`src/rtl/stream_gen_t1.sv`:
```
// Test-pattern source: a 32-bit incrementing counter sent as 16-bit words,
// high half first. Runs stop only on pair boundaries so the checker sees whole (V, V+1) pairs.
module stream_gen_t1 #(
  parameter logic [31:0] SEED  = 32'h0000_0000,
  parameter int          LEN_W = 24
) (
  input  logic             clk,
  input  logic             rst,
  input  logic             start,
  input  logic             stop,
  input  logic [LEN_W-1:0] len,
  input  logic             inject_err,
  input  logic             fifo_full,
  output logic [15:0]      data,
  output logic             wren,
  output logic             busy,
  output logic             done,
  output logic [LEN_W-1:0] sent_cnt
);

  typedef enum logic [1:0] {
    IDLE   = 2'd0,
    RUN_HI = 2'd1,
    RUN_LO = 2'd2,
    FIN    = 2'd3
  } state_t;

  localparam logic [LEN_W-1:0] CNT_ONE = {{(LEN_W-1){1'b0}}, 1'b1};

  state_t           state_r;
  state_t           state_s;
  logic [31:0]      value_r;
  logic [LEN_W-1:0] sent_cnt_r;
  logic [LEN_W-1:0] target_r;
  logic             stop_pend_r;
  logic             inj_pend_r;
  logic [15:0]      data_r;
  logic             wren_r;
  logic             busy_r;
  logic             done_r;

  logic             emit_hi_s;
  logic             emit_lo_s;
  logic [LEN_W-1:0] sent_next_s;
  logic             end_run_s;

  // Next-state and emission decision for the current cycle.
  always_comb begin
    state_s     = state_r;
    emit_hi_s   = 1'b0;
    emit_lo_s   = 1'b0;
    sent_next_s = sent_cnt_r + CNT_ONE;
    // A target of zero means continuous; a pending stop ends only on an even count.
    end_run_s   = ((target_r != {LEN_W{1'b0}}) && (sent_next_s == target_r)) ||
                  (stop_pend_r && (sent_next_s[0] == 1'b0));
    case (state_r)
      IDLE: begin
        if (start) begin
          state_s = RUN_HI;
        end else begin
          state_s = IDLE;
        end
      end
      RUN_HI: begin
        if (!fifo_full) begin
          emit_hi_s = 1'b1;
          state_s   = RUN_LO;
        end else begin
          state_s   = RUN_HI;
        end
      end
      RUN_LO: begin
        if (!fifo_full) begin
          emit_lo_s = 1'b1;
          if (end_run_s) begin
            state_s = FIN;
          end else begin
            state_s = RUN_HI;
          end
        end else begin
          state_s = RUN_LO;
        end
      end
      FIN: begin
        state_s = IDLE;
      end
      default: begin
        state_s = IDLE;
      end
    endcase
  end

  // State, counters, pending flags and registered outputs.
  always_ff @(posedge clk) begin
    if (rst) begin
      state_r     <= IDLE;
      value_r     <= SEED;
      sent_cnt_r  <= {LEN_W{1'b0}};
      target_r    <= {LEN_W{1'b0}};
      stop_pend_r <= 1'b0;
      inj_pend_r  <= 1'b0;
      data_r      <= 16'h0000;
      wren_r      <= 1'b0;
      busy_r      <= 1'b0;
      done_r      <= 1'b0;
    end else begin
      state_r <= state_s;
      wren_r  <= emit_hi_s | emit_lo_s;
      busy_r  <= (state_s != IDLE);
      done_r  <= (state_r == FIN);

      if ((state_r == IDLE) && start) begin
        value_r     <= SEED;
        sent_cnt_r  <= {LEN_W{1'b0}};
        target_r    <= len & ~CNT_ONE;
        stop_pend_r <= 1'b0;
      end else if (emit_lo_s) begin
        value_r    <= value_r + 32'd1;
        sent_cnt_r <= sent_next_s;
      end

      if (((state_r == RUN_HI) || (state_r == RUN_LO)) && stop) begin
        stop_pend_r <= 1'b1;
      end

      // Only the emitted word is corrupted; value_r keeps counting cleanly.
      if (emit_hi_s) begin
        data_r <= value_r[31:16];
      end else if (emit_lo_s) begin
        data_r <= value_r[15:0] ^ {15'd0, inj_pend_r};
      end

      if (emit_lo_s && inj_pend_r) begin
        inj_pend_r <= 1'b0;
      end else if (inject_err) begin
        inj_pend_r <= 1'b1;
      end
    end
  end

  assign data     = data_r;
  assign wren     = wren_r;
  assign busy     = busy_r;
  assign done     = done_r;
  assign sent_cnt = sent_cnt_r;

endmodule

```
`config.mk`:
```
export PLATFORM = sky130hd
export DESIGN_NAME = stream_gen_t1
export DESIGN_NICKNAME = d
export VERILOG_FILES = /design/src/rtl/stream_gen_t1.sv
export SDC_FILE = /design/constraint.sdc
export NUM_CORES = 1
export LEC_CHECK = 0
export CORE_MARGIN = 2
export CORE_UTILIZATION = 61
export CTS_BUF_LIST = sky130_fd_sc_hd__clkbuf_2 sky130_fd_sc_hd__clkbuf_4 sky130_fd_sc_hd__clkbuf_8
export CTS_CLUSTER_DIAMETER = 30
export CTS_CLUSTER_SIZE = 28
export DETAILED_ROUTE_END_ITERATION = 16
export PLACE_DENSITY = 0.94
export SLEW_MARGIN = 20
export SYNTH_ARGS = -nofsm -noshare
export SYNTH_HDL_FRONTEND = slang
export SYNTH_SLANG_ARGS = --single-unit
export TNS_END_PERCENT = 5
```
`constraint.sdc`:
```
create_clock -name clk -period 5.25 [get_ports clk]
set_input_delay 1.05 -clock clk [delete_from_list [all_inputs] [get_ports clk]]
set_output_delay 1.05 -clock clk [all_outputs]
set_load 0.005 [all_outputs]
```
==> metrics.yaml <==
cpPeakStageDelay_ns: 0.70
numPortBuffers: 71
synth_seq_cells: 102
path_cells: "clkdlybuf4s50_1 > buf_4 > nand4b_1 > or2_2 > nor4_2 > nand3_1 > xnor2_1 > nor2_1"
syn_area_per_cell_um2: 7.90
dp_hpwl_mm: 9.32
max_cap_viol_count: 0
grt_max_degree: 57
setup_viol: 0
grt_pass1_wl_mm: 22.0
firstDrtPassIters: 8
syn_to_final_growth_pct: 19.1
cts_buffer_depth: 2
initialDrtViolationCount: 492
finalCriticalPeriod_ns: 3.20
antenna_cells: 0
dpl.cell_count: 795
die_x_um: 96.0
wl_per_cell_um: 17.1
peakVddDrop_mv: 0.168
hold_violations: 0
endpoint_kind: "flop"
vias_per_cell: 6.18
core_um2: 8220
ys_warn_count: 0
skew_ns: 0.0123
htree_levels: 3
required_ns: 5.49
worstPathMaxFanout: 23
pin_count: 73
overflow: 0
synth_area_um2: 5160
reg2regPathDepth: 6
netlist-cell-type-count: 53
post-route-period-util: 0.610
drc: 0
cts_setup_buffers: 0
post_cts_resized: 0
worst-endpoint-arrival_ns: 3.44
ant_nets: 0
drive_above_1_share: 0.0467
synthFlopType: "dfxtp_1"
start_kind: "input port"
cellLeakagePower_uw: 0.00208
holdBufCountCts: 0
maxSlewViolCount: 0
layoutNonFillerInstCount: 811
start_util: 0.629
async_flop_share: 0
cts_made_buffers: 9
routed_wl_mm: 13.9
grt_usage: 0.302
yosysSeqAreaShare: 0.395
synth-edff-count: 0
tns_ns: 0
tightest_slew_ns: 0.983
power_per_cell_area_nw_per_um2: 265
max_freq_mhz: 312
grt_setup_unrepaired: "no"
slew_headroom: 0.343
status: "completed"
dieArea_um2: 9220
path_class: "input port to flop"
row_count: 33
clkLatencyLatePin_ns: 0.37
postSynthCellCount: 654
hold_path_class: "flop to flop"
cts_root_buf: "clkbuf_8"
vias: 5012
cts_tree: "done"
antenna_found_initial: 0
gp_congestion: 0.910
syn_nets: 691
hold_depth: 2
grt_pass1_vias: 4657
cts.sinks: 102
die_h_um: 96.0
cts.clk_slew.worst_paths_ns: 0.10
slowest_stage: "nor4_2"
final_nets: 738
worst max-delay path, delay by kind of cell:
family	cells	cell delay (ns)
xor+xnor	1	0.17
buf+inv	2	0.61
simple gates	5	1.60
layout make-up:
type,count,area (um2)
flip-flops and latches,102,2040
fillers,577,2070
inverters,22,82.6
repair buffers,77,756
clock buffers,9,124
clock inverters,7,144
well taps,105,131
multi-input cells,489,2870
path summary, 6_finish.rpt:
kind / from / endpoint / slack (ns)
min: target_r[19] / target_r[19] / 0.49
min reg2reg: target_r[19] / target_r[19] / 0.49
max: fifo_full / value_r[24] / 2.05
max reg2reg: sent_cnt[0] / state_r[1] / 2.12
synth_stat cells (all sizes together), types with 7 or more instances:
cell type / instances / share of area
dfxtp: 102 / 0.40
nor2: 94 / 0.068
nand2: 79 / 0.058
a21oi: 49 / 0.047
xnor2: 43 / 0.073
clkbuf: 30 / 0.022
xor2: 30 / 0.051
nor3: 27 / 0.026
nand3: 26 / 0.025
inv: 22 / 0.016
nor3b: 17 / 0.025
nand4: 13 / 0.016
nor4: 12 / 0.017
buf: 11 / 0.014
or3: 11 / 0.013
o21ai: 10 / 0.0097
and4: 7 / 0.012
ha: 7 / 0.017
per-stage QoR:
step / util / total power (uW) / instance area, um2 / setup WS, ns / hold WS, ns
after CTS: 0.747 / 1620 / 6140 / 1.71 / 0.490
after global placement: 0.714 / 988 / 5870 / 1.58 / 0.474
after global routing: 0.748 / 1670 / 6150 / 1.91 / 0.511
after detailed placement: 0.714 / 996 / 5870 / 1.29 / 0.477
final: 0.748 / 1630 / 6150 / 2.05 / 0.491
after floorplan: - / 927 / 5160 / 2.54 / 0.457
sequential cells by signal, indices dropped and copies added (netlist names):
| signal | flops |
|---|---|
| busy | 1 |
| data | 16 |
| done | 1 |
| inj_pend_r | 1 |
| sent_cnt | 24 |
| state_r | 2 |
| stop_pend_r | 1 |
| target_r | 23 |
| value_r | 32 |
| wren | 1 |
cells in the final DEF (no fill, tap or decap), types with 6 or more instances in the layout:
master,instances
xnor2_1,43
inv_1,22
clkdlybuf4s50_1,71
xor2_1,30
clkbuf_8,9
nand4_1,13
buf_4,6
nand2_1,78
nor2_1,94
or3_1,11
dfxtp_1,102
nand3_1,26
ha_1,7
nor4_1,9
o21ai_0,9
and2_1,6
and4_1,7
a21oi_1,49
nor3_1,27
nor3b_1,17
logic make-up (layout without fill, tap and decap cells):
group,count (synthesis),count (layout),synth area share
buf+inv,63,115,0.0516
simple gates,318,318,0.302
flops,102,102,0.395
compound gates,90,90,0.108
mux,1,1,0.00194
xor+xnor,73,73,0.124
fa+ha+maj,7,7,0.0170
metal layers:
layer,GRT usage,part of all wire
met5,0,0
met4,0.0881,0.024
met3,0.0556,0.084
met2,0.511,0.48
met1,0.394,0.41
where the power goes:
| group | switching, uW | internal (uW) |
|---|---|---|
| combinational | 93.6 | 77.4 |
| clock | 278 | 366 |
| sequential | 19.1 | 795 |
| total | 390 | 1240 |
(Power assumes the default switching activity.)
